[src/rtl/led_seq_if.sv]
// LED sequencer port bundle: pattern select in, LED drive and step pulse out.
// Latency: none, wires only.
// Backpressure: none; the outputs run freely.
interface led_seq_if #(
    parameter int N_LED = 2
);
    logic [1:0]       mode;
    logic [N_LED-1:0] led;
    logic             step_tick;

    modport master (
        output mode,
        input  led,
        input  step_tick
    );

    modport slave (
        input  mode,
        output led,
        output step_tick
    );
endinterface

[src/rtl/led_seq.sv]
// Multi-channel status LED sequencer (off / walk / blink / breathe) on active-low pins; breathe needs LED_SEQ_BREATHE_EN.
// Latency: led and step_tick registered; a mode change reaches led 2 cycles after the input moves.
// Backpressure: none; the outputs are free-running and cannot be stalled.
module led_seq #(
    parameter int CLK_HZ   = 50_000_000,
    parameter int STEP_MS  = 500,
    parameter int N_LED    = 2,
    parameter int PWM_BITS = 8,
    parameter int RAMP_DIV = 4
) (
    input  logic     clk,
    input  logic     rst_n,
    led_seq_if.slave bus
);
    localparam int STEP_CYC = CLK_HZ / 1000 * STEP_MS;
    localparam int PRESC_W  = (STEP_CYC > 1) ? $clog2(STEP_CYC) : 1;
    localparam int POS_W    = (N_LED > 1) ? $clog2(N_LED) : 1;
    localparam logic [PRESC_W-1:0] PRESC_LAST = PRESC_W'(STEP_CYC - 1);
    localparam logic [POS_W-1:0]   POS_LAST   = POS_W'(N_LED - 1);

    if (STEP_CYC < 2 || N_LED < 1 || N_LED > 16 || PWM_BITS < 2 || PWM_BITS > 10 || RAMP_DIV < 1) begin : g_param_check
        $error("led_seq: parameter out of range");
    end

    logic [1:0]         mode_q;
    logic               restart_q;
    logic [PRESC_W-1:0] presc;
    logic [POS_W-1:0]   pos;
    logic [POS_W-1:0]   pos_eff;
    logic               phase;
    logic               tick_q;
    logic [N_LED-1:0]   led_q;
    logic [N_LED-1:0]   led_nxt;
    logic               change;
    logic               step;
    logic               breathe_lit;

    // A pending mode change or an ongoing restart swallows the step boundary.
    assign change  = (bus.mode != mode_q);
    assign step    = (presc == PRESC_LAST) && !change && !restart_q;
    assign pos_eff = restart_q ? '0 : pos;

    always_ff @(posedge clk or negedge rst_n) begin
        if (!rst_n) begin
            mode_q    <= 2'd0;
            restart_q <= 1'b0;
            presc     <= '0;
            pos       <= '0;
            phase     <= 1'b0;
            tick_q    <= 1'b0;
            led_q     <= '1;
        end else begin
            mode_q    <= bus.mode;
            restart_q <= change;
            tick_q    <= step;
            led_q     <= led_nxt;
            if (restart_q) begin
                presc <= '0;
                pos   <= '0;
                phase <= 1'b0;
            end else begin
                presc <= (presc == PRESC_LAST) ? '0 : presc + 1'b1;
                if (step) begin
                    pos   <= (pos == POS_LAST) ? '0 : pos + 1'b1;
                    phase <= ~phase;
                end
            end
        end
    end

`ifdef LED_SEQ_BREATHE_EN
    localparam int RAMP_W = (RAMP_DIV > 1) ? $clog2(RAMP_DIV) : 1;
    localparam logic [RAMP_W-1:0]   RAMP_LAST     = RAMP_W'(RAMP_DIV - 1);
    localparam logic [PWM_BITS-1:0] PWM_LAST      = '1;
    localparam logic [PWM_BITS-1:0] DUTY_NEAR_TOP = PWM_BITS'((1 << PWM_BITS) - 2);
    localparam logic [PWM_BITS-1:0] DUTY_ONE      = PWM_BITS'(1);

    logic [PWM_BITS-1:0] pwm_cnt;
    logic [PWM_BITS-1:0] duty;
    logic [RAMP_W-1:0]   ramp_cnt;
    logic                dir_down;

    // Direction flips on the step that lands on an endpoint, so each endpoint lasts one ramp step.
    always_ff @(posedge clk or negedge rst_n) begin
        if (!rst_n) begin
            pwm_cnt  <= '0;
            duty     <= '0;
            ramp_cnt <= '0;
            dir_down <= 1'b0;
        end else if (restart_q) begin
            pwm_cnt  <= '0;
            duty     <= '0;
            ramp_cnt <= '0;
            dir_down <= 1'b0;
        end else begin
            pwm_cnt <= pwm_cnt + 1'b1;
            if (pwm_cnt == PWM_LAST) begin
                if (ramp_cnt == RAMP_LAST) begin
                    ramp_cnt <= '0;
                    if (!dir_down) begin
                        duty <= duty + 1'b1;
                        if (duty == DUTY_NEAR_TOP) begin
                            dir_down <= 1'b1;
                        end
                    end else begin
                        duty <= duty - 1'b1;
                        if (duty == DUTY_ONE) begin
                            dir_down <= 1'b0;
                        end
                    end
                end else begin
                    ramp_cnt <= ramp_cnt + 1'b1;
                end
            end
        end
    end

    assign breathe_lit = !restart_q && (pwm_cnt < duty);
`else
    assign breathe_lit = 1'b0;
`endif

    always_comb begin
        led_nxt = '1;
        case (mode_q)
            2'd1: begin
                for (int i = 0; i < N_LED; i++) begin
                    led_nxt[i] = (pos_eff != POS_W'(i));
                end
            end
            2'd2:    led_nxt = (phase && !restart_q) ? '1 : '0;
            2'd3:    led_nxt = breathe_lit ? '0 : '1;
            default: led_nxt = '1;
        endcase
    end

    assign bus.led       = led_q;
    assign bus.step_tick = tick_q;
endmodule

[src/flat_wrapper.sv]
// flat-port wrapper written by rule: the top's interface ports become plain ports
module led_seq_flat 
#(
    parameter int CLK_HZ   = 50_000_000,
    parameter int STEP_MS  = 500,
    parameter int N_LED    = 2,
    parameter int PWM_BITS = 8,
    parameter int RAMP_DIV = 4
)
  (clk, rst_n, bus_mode, bus_led, bus_step_tick);
  led_seq_if #(.N_LED(N_LED)) bus_i ();
  input  logic clk;
  input  logic rst_n;
  input wire logic [$bits(bus_i.mode)-1:0] bus_mode;
  output wire logic [$bits(bus_i.led)-1:0] bus_led;
  output wire logic [$bits(bus_i.step_tick)-1:0] bus_step_tick;
  assign bus_i.mode = bus_mode;
  assign bus_led = bus_i.led;
  assign bus_step_tick = bus_i.step_tick;
  led_seq #(.CLK_HZ(CLK_HZ), .STEP_MS(STEP_MS), .N_LED(N_LED), .PWM_BITS(PWM_BITS), .RAMP_DIV(RAMP_DIV)) u_core (.clk(clk), .rst_n(rst_n), .bus(bus_i));
endmodule
[config.mk]
export PLATFORM = sky130hd
export DESIGN_NAME = led_seq_flat
export DESIGN_NICKNAME = d
export VERILOG_FILES = /design/src/rtl/led_seq_if.sv /design/src/rtl/led_seq.sv /design/src/flat_wrapper.sv
export SDC_FILE = /design/constraint.sdc
export NUM_CORES = 1
export LEC_CHECK = 0
export CORE_ASPECT_RATIO = 0.5
export CORE_UTILIZATION = 59
export CTS_CLUSTER_SIZE = 24
export DETAILED_ROUTE_END_ITERATION = 10
export GPL_TIMING_DRIVEN = 0
export PLACE_DENSITY_LB_ADDON = 0.15
export SLEW_MARGIN = 20
export SYNTH_ARGS = -nofsm -noshare
export SYNTH_HDL_FRONTEND = slang
export SYNTH_SLANG_ARGS = --single-unit
export TNS_END_PERCENT = 10
[constraint.sdc]
create_clock -name clk -period 2.4 [get_ports clk]
set_input_delay 0.48 -clock clk [delete_from_list [all_inputs] [get_ports clk]]
set_output_delay 0.48 -clock clk [all_outputs]
set_load 0.005 [all_outputs]
Word-level counts from Yosys, hierarchy flattened
Cells that the tools add are included.
- bits in writable memories: 0
- latch bits: 0
- bits in read-only memories: 0
- memories: 0
- input bits: 4
- flip-flop bits (word level): 33
- multipliers: 0
- shift-type cells: 0
- equal/unequal tests: 4
- muxes and demuxes: 10
- reductions and logical operators: 6
- $add $sub $neg: 2
- divide/modulo/power cells: 0
- bitwise operators: 2
- magnitude comparators: 0
- operators by type and width (operator ; number):
    $mux W25 ; 2
    $add A25 B1 Y25 const B ; 1
    $eq A25 B25 Y1 const B ; 1
    $mux W1 ; 6
    $pmux W2 S2 ; 1
    $logic_and A1 B1 Y1 ; 3
    $eq A2 B1 Y1 const B ; 1
    $eq A2 B2 Y1 const B ; 1
    $logic_not A1 Y1 ; 2
    $mux W2 ; 1
    $ne A2 B2 Y1 ; 1
    $not A1 Y1 ; 2
    $reduce_bool A2 Y1 ; 1
    $add A1 B1 Y1 const B ; 1

Logic depth before layout (Yosys ltp)
Gate-level depths: netlist of run 1.
- depth after elaboration: 6
- gate-level depth with buffers: 6

Least setup slack after synthesis of run 1
OpenSTA, ideal clock, no wires.
- path type: flip-flop to flip-flop
- start point: register u_core.presc[0]
- end point: register u_core.presc[22]
- setup slack: 0.337 ns
- cell stages (with the launch flop): 7
- buffers on the path: 1
- data arrival time: 1.985 ns
- cells stage by stage: dfrtp_1 -> ha_1 -> nand4_2 -> or4_1 -> buf_2 -> or4_1 -> a21oi_1
- cells in the longest elaborated chain, start to end: 3
- elaborated cells on any way between the ends: 4
- those cells by class: add/sub: 1; eq/ne: 1; mux: 2
- ends and longest elaborated chain (item ; RTL line ; text):
    start, declared ; led_seq.sv:27 ; logic [PRESC_W-1:0] presc;
    start signal, assigned ; led_seq.sv:62 ; presc <= (presc == PRESC_LAST) ? '0 : presc + 1'b1;
    $add A25 B1 Y25 / $eq A25 B25 Y1 (equally long branches) ; led_seq.sv:62 ;
    $mux W25 * ; led_seq.sv:62 ;
    $mux W25 * ; led_seq.sv:57 ; if (restart_q) begin
Every way passes the cells marked *; elsewhere a longest branch is shown, timed or not.
A chain may end at the register's enable or synchronous reset.

Worst setup path after layout of run 1
Ends and elaborated chain as after synthesis.

==> impl_results.html, run 1 <==
<table>
<tr><th>Metric</th><th>Value</th></tr>
<tr><th colspan="2">Yosys</th></tr>
<tr><td>Count of unique library cells instantiated by Yosys</td><td>36</td></tr>
<tr><td>FF+latch count, synth</td><td>33</td></tr>
<tr><td>Mean area per synthesized cell</td><td>roughly 10 µm²</td></tr>
<tr><td>EDFF count, synth</td><td>0</td></tr>
<tr><td>Synth Cell Area</td><td>approximately 1600 µm²</td></tr>
<tr><td>Count of synthesis-stage warnings from yosys</td><td>0</td></tr>
<tr><td>Proportion of synthesized flip-flops having asynchronous set or reset</td><td>100.0%</td></tr>
<tr><td>Proportion of synthesized chip area in sequential cells</td><td>50.38%</td></tr>
<tr><td>Mapped Nets</td><td>~170</td></tr>
<tr><td>Post-Syn Instances</td><td>160</td></tr>
<tr><td>Commonest register cell after synthesis</td><td>dfrtp_1</td></tr>
<tr><th colspan="2">Setup path</th></tr>
<tr><td>Startpoint of the most critical register-to-register path</td><td>u_core.presc[0]</td></tr>
<tr><td>Setup crit start</td><td>u_core.presc[0]</td></tr>
<tr><td>Top fanout value on the critical path</td><td>9</td></tr>
<tr><td>Required time worst endpoint</td><td>roughly 2.6 ns</td></tr>
<tr><td>Endpoint class of the critical path</td><td>flop</td></tr>
<tr><td>WS Path Type</td><td>flop to flop</td></tr>
<tr><td>Arrival @ worst endpoint</td><td>2.48 ns</td></tr>
<tr><td>Kind of start point of the critical path</td><td>flop</td></tr>
<tr><th colspan="2">STA</th></tr>
<tr><td>Layout Skew</td><td>0.005492 ns</td></tr>
<tr><td>Slew HR</td><td>a little under 70%</td></tr>
<tr><td>Final Worst Setup Slack</td><td>between 0.1 and 0.15 ns</td></tr>
<tr><td>Actual slew at the worst max-slew pin</td><td>roughly 0.46 ns</td></tr>
<tr><td>Hold violation total from the final report</td><td>0</td></tr>
<tr><td>Number of setup violations in the final report</td><td>0</td></tr>
<tr><td>Max Slew Vio Count</td><td>0</td></tr>
<tr><td>RSZ-0062 raised after global routing</td><td>no</td></tr>
<tr><td>Crit path time final</td><td>roughly 2.3 ns</td></tr>
<tr><td>Setup TNS Final</td><td>0 ns</td></tr>
<tr><td>Maximum clock frequency</td><td>approximately 440 MHz</td></tr>
<tr><td>Final cycle utilization of the critical path</td><td>between 90 and 100%</td></tr>
<tr><th colspan="2">Routing</th></tr>
<tr><td># DRC</td><td>0</td></tr>
<tr><td>Drt initial violations</td><td>approximately 80</td></tr>
<tr><td>Routed metal-1 wire length</td><td>about 1700 µm</td></tr>
<tr><td>Via density</td><td>~6</td></tr>
<tr><td>Final ANT Viol Nets</td><td>0</td></tr>
<tr><td>Detailed Route WL</td><td>3183 µm</td></tr>
<tr><td>Wirelength per Cell</td><td>between 15 and 20 µm</td></tr>
<tr><td>Amount of wire on met2 after detailed routing</td><td>1405 µm</td></tr>
<tr><td>Wire length on met3</td><td>82 µm</td></tr>
<tr><td>Vias post-DR</td><td>roughly 1,300</td></tr>
<tr><td>Uppermost layer routed</td><td>met4</td></tr>
<tr><td>First-pass detailed-route iteration total</td><td>4</td></tr>
<tr><th colspan="2">Clocking</th></tr>
<tr><td>Total of cells resized after clock tree synthesis</td><td>0</td></tr>
<tr><td>H-tree Lvls</td><td>2</td></tr>
<tr><td>Clock tree from TritonCTS</td><td>done</td></tr>
<tr><td>Buffer count from post-CTS setup fixing</td><td>0</td></tr>
<tr><td>Insertion delay to the later sink of the worst-skew pair</td><td>between 0.2 and 0.3 ns</td></tr>
<tr><td>Sinks on the clock net</td><td>33</td></tr>
<tr><td>Clock-pin transition on the worst setup and hold timing paths</td><td>around 0.070 ns</td></tr>
<tr><td>Total of hold buffers inserted after clock tree synthesis</td><td>0</td></tr>
<tr><td>Buffer cell driving the clock tree root</td><td>clkbuf_8</td></tr>
<tr><td>Number of buffers on the longest clock path</td><td>2</td></tr>
<tr><td>Total CTS buffers</td><td>5</td></tr>
<tr><th colspan="2">Floorplanning</th></tr>
<tr><td>Initial core utilization</td><td>62.78%</td></tr>
<tr><td>Io pins</td><td>7</td></tr>
<tr><td>Standard-cell rows</td><td>13</td></tr>
<tr><td>Total core area</td><td>2619 µm²</td></tr>
<tr><td>Die Height</td><td>between 30 and 40 µm</td></tr>
<tr><td>Area enclosed by the die boundary</td><td>about 3000 µm²</td></tr>
<tr><td>Die extent in x</td><td>approximately 77 µm</td></tr>
<tr><th colspan="2">Power and ir drop</th></tr>
<tr><td>Total power per unit cell area</td><td>around 560 nW/µm²</td></tr>
<tr><td>Max VDD drop</td><td>between 0.3 and 0.4 mV</td></tr>
<tr><td>Power, Total</td><td>between 1 and 1.5 mW</td></tr>
<tr><td>Leakage power total</td><td>0.7090 nW</td></tr>
<tr><th colspan="2">GRT</th></tr>
<tr><td>Total congestion overflow</td><td>0</td></tr>
<tr><td>Initial antenna violation count</td><td>0</td></tr>
<tr><td>Tot GR Track Use</td><td>24.35%</td></tr>
<tr><td>Pin count of the biggest net entering global routing</td><td>26</td></tr>
<tr><td>First-pass GRT wire length</td><td>about 5200 µm</td></tr>
<tr><td>Number of global-route vias before repair</td><td>roughly 1,100</td></tr>
<tr><th colspan="2">Layout</th></tr>
<tr><td>Layout cell share with drive strength beyond 1</td><td>around an eighth</td></tr>
<tr><td># diodes</td><td>0</td></tr>
<tr><td>Leading cell type in the layout, fill and taps excluded</td><td>dfrtp_1</td></tr>
<tr><td>Layout area overhead</td><td>12.40%</td></tr>
<tr><td>FF/Latch Area</td><td>828.3 µm²</td></tr>
<tr><td># nets final</td><td>between 150 and 200</td></tr>
<tr><td>Area occupied by multi-input gates</td><td>about 770 µm²</td></tr>
<tr><td>Leading cell types in the layout, fill and taps excluded</td><td>dfrtp_1, nor2_1, a21oi_1</td></tr>
<tr><td>FILL cells</td><td>202</td></tr>
<tr><td>Utilization after layout</td><td>a little over two thirds</td></tr>
<tr><td>Final standard cell area without fillers</td><td>1848 µm²</td></tr>
<tr><th colspan="2">Job</th></tr>
<tr><td>Maximum Capacitance Violations</td><td>0</td></tr>
<tr><th colspan="2">Place</th></tr>
<tr><td>HPWL after DPL</td><td>2265 µm</td></tr>
<tr><td>Pre-CTS setup slack</td><td>about 0.11 ns</td></tr>
<tr><td>Final GP Congestion</td><td>roughly 0.8</td></tr>
<tr><td>Buffers on Ports</td><td>6</td></tr>
<tr><td>Placement Cell Area</td><td>1765 µm²</td></tr>
<tr><th colspan="2">Outcome</th></tr>
<tr><td>Status</td><td>finished clean</td></tr>
<tr><th colspan="2">Min path</th></tr>
<tr><td>Worst min-delay path class</td><td>input pin to asynchronous set/reset pin</td></tr>
</table>
power by group:
part           switching (mW)  internal, mW
Clock                   0.202         0.201
Combinational          0.0391        0.0256
Sequential            0.00718         0.568
critical path, cell delays in order (launching register included):
cell,delay (ns)
dfrtp_1,0.38
ha_1,0.26
nand4_2,0.20
or4_1,0.52
buf_2,0.18
or4_1,0.47
a21oi_1,0.18
through the flow:
stage / hold slack, ns / instances
2_1_floorplan: 0.1844 / 160
3_3_place_gp: 0.4660 / 203
3_5_place_dp: 0.3485 / 204
4_1_cts: 0.04668 / 212
5_1_grt: 0.04567 / 212
6_report: 0.04773 / 212
cells by family (layout without fill, tap and decap cells):
logic type,after synthesis,count (layout),synth area share [%]
DFF,33,33,50.38
adders and majority gates,3,3,2.283
AOI/OAI and AO/OA,29,29,11.64
xor gates and xnor gates,15,15,7.991
and+or+nand+nor,69,69,24.66
buffers and inverters,11,26,3.044
routing by layer:
layer | vias up | track usage (%)
met5 | - | 0
met4 | 0 | 10.10
met3 | 6 | 8.372
met2 | 16 | 36.94
met1 | 637 | 32.44
li1 | 609 | -
area by class of cell:
type                            instances  share of cell area (%)
Buffer                                  4                   1.286
Clock buffer                            6                   3.927
Clock inverter                          2                  0.5416
Inverter                                7                   1.422
Multi-Input combinational cell        116                   41.44
Sequential cell                        33                   44.82
Tap cell                               37                   2.505
Timing Repair Buffer                    7                   4.062
worst paths after layout:
path                                          to  slack (ns)  depth (start not counted)
worst max register to register  u_core.presc[22]        0.11                          6
worst min register to register   u_core.presc[0]        0.48                          1
worst min-delay path            u_core.mode_q[1]        0.05                          1
worst max-delay path            u_core.presc[22]        0.11                          6
min in group clk                 u_core.presc[0]        0.48                          1
max in group asynchronous       u_core.presc[10]        1.96                          2
sequential cells by signal, summed over array words and instances (netlist names):
register              flops
u_core.pos                1
u_core.bus.step_tick      1
u_core.bus.led            2
u_core.presc             25
u_core.phase              1
u_core.mode_q             2
u_core.restart_q          1
cells in the mapped netlist (all sizes together) (3+ instances only):
| master | number | area (µm²) |
|---|---|---|
| dfrtp | 31 | 775.7 |
| nor2 | 17 | 63.81 |
| nand4 | 5 | 43.79 |
| or4 | 9 | 71.32 |
| nand3 | 10 | 62.56 |
| or3 | 5 | 33.78 |
| inv | 7 | 26.28 |
| o31ai | 8 | 73.82 |
| xnor2 | 11 | 96.34 |
| nor4 | 5 | 31.28 |
| ha | 3 | 37.54 |
| a21oi | 12 | 60.06 |
| o21ai | 5 | 25.02 |
| nand2 | 10 | 37.54 |
| xor2 | 4 | 35.03 |
Power figures use the tool's default switching activity.
==> inputs of run 2 (changes only) <==
Settings changed: CORE_ASPECT_RATIO 0.5 to 1.4, CORE_UTILIZATION 59 to 40, GPL_ROUTABILITY_DRIVEN set to 0.
==> run 2 against run 1 <==
Global-route usage decreased by 8.5 points; largest cell class unchanged; final cell count grew 2.8%; first-iteration DRC count shrank 19%; sequential power hardly changed; non-clock buffer count unchanged.
==> impl_results.html, run 2 (synthesis results as in run 1) <==
<table>
<tr><th>Metric</th><th>Value</th></tr>
<tr><th colspan="2">STA</th></tr>
<tr><td>Final Worst Setup Slack</td><td>0.1482 ns (was 0.1126 ns)</td></tr>
<tr><td>Crit path time final</td><td>2.252 ns (was 2.287 ns)</td></tr>
<tr><td>Slew HR</td><td>69.65% (was 69.17%)</td></tr>
<tr><td>Actual slew at the worst max-slew pin</td><td>0.4553 ns (was 0.4625 ns)</td></tr>
<tr><td>Max Slew Vio Count</td><td>0 (unchanged)</td></tr>
<tr><td>RSZ-0062 raised after global routing</td><td>yes (was no)</td></tr>
<tr><td>Final cycle utilization of the critical path</td><td>93.82% (was 95.31%)</td></tr>
<tr><td>Layout Skew</td><td>0.009432 ns (was 0.005492 ns)</td></tr>
<tr><td>Setup TNS Final</td><td>0 ns (unchanged)</td></tr>
<tr><td>Hold slack final</td><td>0.1222 ns (was 0.04773 ns)</td></tr>
<tr><td>Number of setup violations in the final report</td><td>0 (unchanged)</td></tr>
<tr><td>Maximum clock frequency</td><td>444.1 MHz (was 437.2 MHz)</td></tr>
<tr><td>Hold violation total from the final report</td><td>0 (unchanged)</td></tr>
<tr><th colspan="2">Routing</th></tr>
<tr><td>Vias post-DR</td><td>1,262 (was 1,268)</td></tr>
<tr><td>First-pass detailed-route iteration total</td><td>4 (unchanged)</td></tr>
<tr><td># DRC</td><td>0 (unchanged)</td></tr>
<tr><td>Drt initial violations</td><td>63 (was 78)</td></tr>
<tr><td>Via density</td><td>5.789 (was 5.981)</td></tr>
<tr><td>Final ANT Viol Nets</td><td>0 (unchanged)</td></tr>
<tr><td>Wirelength per Cell</td><td>14.71 µm (was 15.01 µm)</td></tr>
<tr><td>Detailed Route WL</td><td>3206 µm (was 3183 µm)</td></tr>
<tr><th colspan="2">GRT</th></tr>
<tr><td>Pin count of the biggest net entering global routing</td><td>18 (was 26)</td></tr>
<tr><td>Initial antenna violation count</td><td>0 (unchanged)</td></tr>
<tr><td>First-pass GRT wire length</td><td>5354 µm (was 5209 µm)</td></tr>
<tr><td>Total congestion overflow</td><td>0 (unchanged)</td></tr>
<tr><td>Tot GR Track Use</td><td>15.82% (was 24.35%)</td></tr>
<tr><td>Number of global-route vias before repair</td><td>1,263 (was 1,085)</td></tr>
<tr><th colspan="2">Power and ir drop</th></tr>
<tr><td>Leakage power total</td><td>0.7243 nW (was 0.7090 nW)</td></tr>
<tr><td>Switching Fraction</td><td>22.70% (was 23.80%)</td></tr>
<tr><td>Internal Power</td><td>0.8547 mW (was 0.7949 mW)</td></tr>
<tr><td>Total power per unit cell area</td><td>587.2 nW/µm² (was 564.5 nW/µm²)</td></tr>
<tr><td>Sequential group share of total power</td><td>52.1% (was 55.2%)</td></tr>
<tr><td>Relative contribution of combinational cells to total power</td><td>6.0% (was 6.2%)</td></tr>
<tr><td>Psw</td><td>0.2510 mW (was 0.2483 mW)</td></tr>
<tr><td>Power, Total</td><td>1.106 mW (was 1.043 mW)</td></tr>
<tr><td>Proportion of power drawn by the clock network</td><td>41.9% (was 38.6%)</td></tr>
<tr><td>Max VDD drop</td><td>0.4068 mV (was 0.3234 mV)</td></tr>
<tr><th colspan="2">Clocking</th></tr>
<tr><td>Total CTS buffers</td><td>5 (unchanged)</td></tr>
<tr><td>Total of hold buffers inserted after clock tree synthesis</td><td>0 (unchanged)</td></tr>
<tr><td>Insertion delay to the later sink of the worst-skew pair</td><td>0.29 ns (was 0.28 ns)</td></tr>
<tr><td>Number of buffers on the longest clock path</td><td>2 (unchanged)</td></tr>
<tr><td>Sinks on the clock net</td><td>33 (unchanged)</td></tr>
<tr><td>H-tree Lvls</td><td>2 (unchanged)</td></tr>
<tr><td>Buffer cell driving the clock tree root</td><td>clkbuf_8 (unchanged)</td></tr>
<tr><td>Clock-pin transition on the worst setup and hold timing paths</td><td>0.07 ns (about the same)</td></tr>
<tr><td>Clock tree from TritonCTS</td><td>done (unchanged)</td></tr>
<tr><th colspan="2">Floorplanning</th></tr>
<tr><td>Standard-cell rows</td><td>27 (was 13)</td></tr>
<tr><td>Area enclosed by the die boundary</td><td>4374 µm² (was 3014 µm²)</td></tr>
<tr><td>Total core area</td><td>3919 µm² (was 2619 µm²)</td></tr>
<tr><td>Io pins</td><td>7 (unchanged)</td></tr>
<tr><td>Die Height</td><td>77.86 µm (was 39.33 µm)</td></tr>
<tr><td>Die extent in x</td><td>56.19 µm (was 76.66 µm)</td></tr>
<tr><td>Initial core utilization</td><td>41.95% (was 62.78%)</td></tr>
<tr><th colspan="2">Layout</th></tr>
<tr><td>Area occupied by multi-input gates</td><td>765.7 µm² (unchanged)</td></tr>
<tr><td>Layout cell share with drive strength beyond 1</td><td>13.71% (was 12.57%)</td></tr>
<tr><td>FILL cells</td><td>380 (was 202)</td></tr>
<tr><td>Leading cell type in the layout, fill and taps excluded</td><td>dfrtp_1 (unchanged)</td></tr>
<tr><td># nets final</td><td>181 (unchanged)</td></tr>
<tr><td>Leading cell types in the layout, fill and taps excluded</td><td>dfrtp_1, nor2_1, a21oi_1 (unchanged)</td></tr>
<tr><td># diodes</td><td>0 (unchanged)</td></tr>
<tr><td>Register ranked first by flip-flop count</td><td>u_core.presc (unchanged)</td></tr>
<tr><td>Layout area overhead</td><td>14.54% (was 12.40%)</td></tr>
<tr><td>Final cell count without fillers</td><td>218 (was 212)</td></tr>
<tr><td>FF/Latch Area</td><td>828.3 µm² (unchanged)</td></tr>
<tr><td>Number of flip-flops under the largest register name</td><td>25 (unchanged)</td></tr>
<tr><th colspan="2">Setup path</th></tr>
<tr><td>Required time worst endpoint</td><td>2.61 ns (was 2.60 ns)</td></tr>
<tr><td>Endpoint class of the critical path</td><td>flop (unchanged)</td></tr>
<tr><td>Top fanout value on the critical path</td><td>9 (unchanged)</td></tr>
<tr><td>Arrival @ worst endpoint</td><td>2.46 ns (was 2.48 ns)</td></tr>
<tr><td>WS Path Type</td><td>flop to flop (unchanged)</td></tr>
<tr><td>Kind of start point of the critical path</td><td>flop (unchanged)</td></tr>
<tr><th colspan="2">Place</th></tr>
<tr><td>DP Cell Count</td><td>210 (was 204)</td></tr>
<tr><td>HPWL after DPL</td><td>2416 µm (was 2265 µm)</td></tr>
<tr><td>Buffers on Ports</td><td>6 (unchanged)</td></tr>
<tr><td>Pre-CTS setup slack</td><td>0.1447 ns (was 0.1104 ns)</td></tr>
<tr><th colspan="2">Min path</th></tr>
<tr><td>Worst min-delay path class</td><td>input pin to asynchronous set/reset pin (unchanged)</td></tr>
<tr><th colspan="2">Outcome</th></tr>
<tr><td>Status</td><td>finished clean (unchanged)</td></tr>
<tr><th colspan="2">Job</th></tr>
<tr><td>Maximum Capacitance Violations</td><td>0 (unchanged)</td></tr>
</table>
-- run 2: cell count changes in the layout (fill, tap and decap cells not counted), sizes merged --
cell    delta
clkinv     -1
clkbuf     +1
-- run 2: metal layers --
layer / vias up / GRT usage, % / wire, µm
met5: - / 0 / 0
met4: 0 / 8.049 / 52
met3: 5 / 3.667 / 92
met2: 26 / 28.69 / 1718
met1: 617 / 16.77 / 1343
li1: 614 / - / -
-- run 2: worst paths after layout --
kind | slack (ns) | from | depth (start not counted) | endpoint
max | 0.15 | u_core.presc[0] | 6 | u_core.presc[22]
min | 0.12 | rst_n | 1 | u_core.bus.step_tick
max reg2reg | 0.15 | u_core.presc[0] | 6 | u_core.presc[22]
min reg2reg | 0.49 | u_core.presc[0] | 1 | u_core.presc[0]
max in group asynchronous | 1.84 | rst_n | 2 | u_core.presc[15]
min in group clk | 0.49 | u_core.presc[0] | 1 | u_core.presc[0]
-- run 2: cell type report --
class	instances	area share (%)
plain buffers	4	1.329
clock buffers	7	5.116
clock inverters	1	0.2658
inverters	7	1.395
multi-input cells	116	40.66
flip-flops and latches	33	43.99
well taps	43	2.857
repair buffers	7	4.385
-- run 2: what timing repair did --
item,in CTS,in global routing
setup buffers,0,0
hold endpoints to repair,0,0
endpoints found under the setup margin,0,13
resized for setup,0,2
-- run 2: power groups by stage --
stage / Sequential, mW / Clock (mW) / Combinational [mW]
after CTS: 0.576 / 0.471 / 0.0676
after floorplan: 0.586 / 0 / 0.0298
after detailed placement: 0.586 / 0 / 0.0676
after global routing: 0.576 / 0.498 / 0.0751
after global placement: 0.586 / 0 / 0.0612
final: 0.576 / 0.463 / 0.0664
-- run 2: worst max-delay path: stages (launching register included) --
cell and delay, ns:
dfrtp_1 0.39, ha_1 0.26, nand4_2 0.20, or4_1 0.53, buf_2 0.18, or4_1 0.46, a21oi_1 0.15
-- run 2: metrics by stage --
step,utilization (%),cell area [µm²]
detailed placement,45.43,1780
floorplan,-,1644
global route,48.05,1883
global placement,44.86,1758
CTS,48.02,1882
finish,48.05,1883
==> variant (settings of run 2) <==
`N_LED` is set to 2 in 3 places; all go to 4.
--- a/src/rtl/led_seq_if.sv
+++ b/src/rtl/led_seq_if.sv
@@ -4,3 +4,3 @@
 interface led_seq_if #(
-    parameter int N_LED = 2
+    parameter int N_LED = 4
 );
--- a/src/rtl/led_seq.sv
+++ b/src/rtl/led_seq.sv
@@ -6,3 +6,3 @@
     parameter int STEP_MS  = 500,
-    parameter int N_LED    = 2,
+    parameter int N_LED    = 4,
     parameter int PWM_BITS = 8,
--- a/src/flat_wrapper.sv
+++ b/src/flat_wrapper.sv
@@ -5,3 +5,3 @@
     parameter int STEP_MS  = 500,
-    parameter int N_LED    = 2,
+    parameter int N_LED    = 4,
     parameter int PWM_BITS = 8,
Interface: changed (resized bus_led); port bits go from 7 to 9. No check against the original RTL was run, so the function may have changed too.
==> variant against run 2 <==
- sequential cell count grew 3
- power rose by 4.1%
- sequential share of layout area down 0.53 points
- wire length rose by 17%
- synthesized area up 11%
- final area increased by 11%
- worst setup slack improved by 0.27 ns
- fmax is 14% higher
- clock skew shrank 0.0043 ns
- count of clock-buffer cells in the layout rose by 1
- die area rose by 11%
- via count increased by 11%
- final cell count is 17% higher
==> variant: results (changes against run 2) <==
| Metric | Value |
|---|---|
| Met1 Usage GRT | `20.2% (was 16.8%)` |
| Fill count | `428 (was 380)` |
| Largest net degree at the start of global routing | `28 (was 18)` |
| WHS | `0.0412 ns (was 0.122 ns)` |
| GRT Util Overall | `18.0% (was 15.8%)` |
| Slowest library cell on the worst path | `nor4_4 (was or4_1)` |
| Min-Delay Path Class | `primary input to asynchronous set/reset pin (unchanged)` |
| Net Sw Power | `0.260 mW (was 0.251 mW)` |
| Share of cells above drive strength 1 | `10.8% (was 13.7%)` |
| DP Area | `1990 µm² (was 1780 µm²)` |
| Number of global-route vias before repair | `1367 (was 1263)` |
| Tmin final | `1.98 ns (was 2.25 ns)` |
| First-pass GRT wire length | `6330 µm (was 5350 µm)` |
| 1st-iter DRT viols | `51 (was 63)` |
| Comb pwr share | `6.7% (was 6.0%)` |
| Net Count, Synth | `186 (was 167)` |
| Status | `completed (unchanged)` |
| Max VDD drop | `0.238 mV (was 0.407 mV)` |
| M3 GR Usage | `4.72% (was 3.67%)` |
| Global routing usage on met2 | `31.6% (was 28.7%)` |
| Worst-case clock skew | `0.00509 ns (was 0.00943 ns)` |
| Crit path DAT | `2.15 ns (was 2.46 ns)` |
| Seq/Total Area, Yosys | `49.7% (was 50.4%)` |
| Largest register FFs | `25 (unchanged)` |
| Port buffer count | `8 (was 6)` |
| DR WL/cell | `14.7 µm (about the same)` |
| Final HPWL DP | `2750 µm (was 2420 µm)` |
| Critical path peak fanout | `8 (was 9)` |
| CP peak stage delay | `0.41 ns (was 0.53 ns)` |
| Commonest cells in the netlist | `dfrtp_1, nand2_1, nor2_1 (was dfrtp_1, nor2_1, a21oi_1)` |
| Synth top area cells | `dfrtp_1, dfstp_2, xor2_1 (was dfrtp_1, xnor2_1, nor2_1)` |
| Vias | `1396 (was 1262)` |
| Final nets | `202 (was 181)` |
| LEAKAGE | `0.872 nW (was 0.724 nW)` |
| Area of the multi-input gates | `851 µm² (was 766 µm²)` |
variant: metrics by stage:
step	worst slack (ns)	total power, mW	std cells
floorplan	0.603	0.677	178
global placement	0.152	0.719	246
detailed placement	0.388	0.725	247
CTS	0.391	1.16	255
global route	0.293	1.20	255
finish	0.423	1.15	255
variant: layout make-up:
class | instances | area share, %
plain buffers | 7 | 2.34
clock buffers | 8 | 4.32
inverters | 5 | 0.900
multi-input cells | 130 | 40.8
flip-flops and latches | 36 | 43.5
well taps | 60 | 3.60
repair buffers | 9 | 4.56
variant: per-layer routing:
metal  vias to the layer above  share of wire, %
li1                        666                 -
met1                       692                40
met2                        29                53
met3                         9               3.7
met4                         0               2.6
met5                         -                 0
variant: power by group through the flow:
| stage | sequential (mW) | combinational, mW | clock [mW] |
|---|---|---|---|
| after global placement | 0.645 | 0.0737 | 0 |
| final | 0.634 | 0.0771 | 0.440 |
| after floorplan | 0.644 | 0.0327 | 0 |
| after CTS | 0.634 | 0.0795 | 0.451 |
| after detailed placement | 0.645 | 0.0798 | 0 |
| after global routing | 0.635 | 0.0888 | 0.479 |
variant: cell families (layout without fill, tap and decap cells):
| group | Yosys count | after routing | share of synthesized area (%) |
|---|---|---|---|
| AND/OR/NAND/NOR | 82 | 82 | 26.7 |
| adder cells (fa/ha/maj) | 4 | 4 | 2.74 |
| flip-flops | 36 | 36 | 49.7 |
| AO/OA/AOI/OAI | 26 | 26 | 8.23 |
| buffers and inverters | 12 | 29 | 3.70 |
| multiplexers | 3 | 3 | 1.71 |
| XOR/XNOR | 15 | 15 | 7.20 |
variant: worst reg2reg max path, cell delays in order, from the launching register on:
cell	delay [ns]
dfrtp_1	0.36
ha_1	0.25
and4_1	0.21
buf_4	0.16
nand2_1	0.12
nor4_4	0.41
mux2_1	0.35
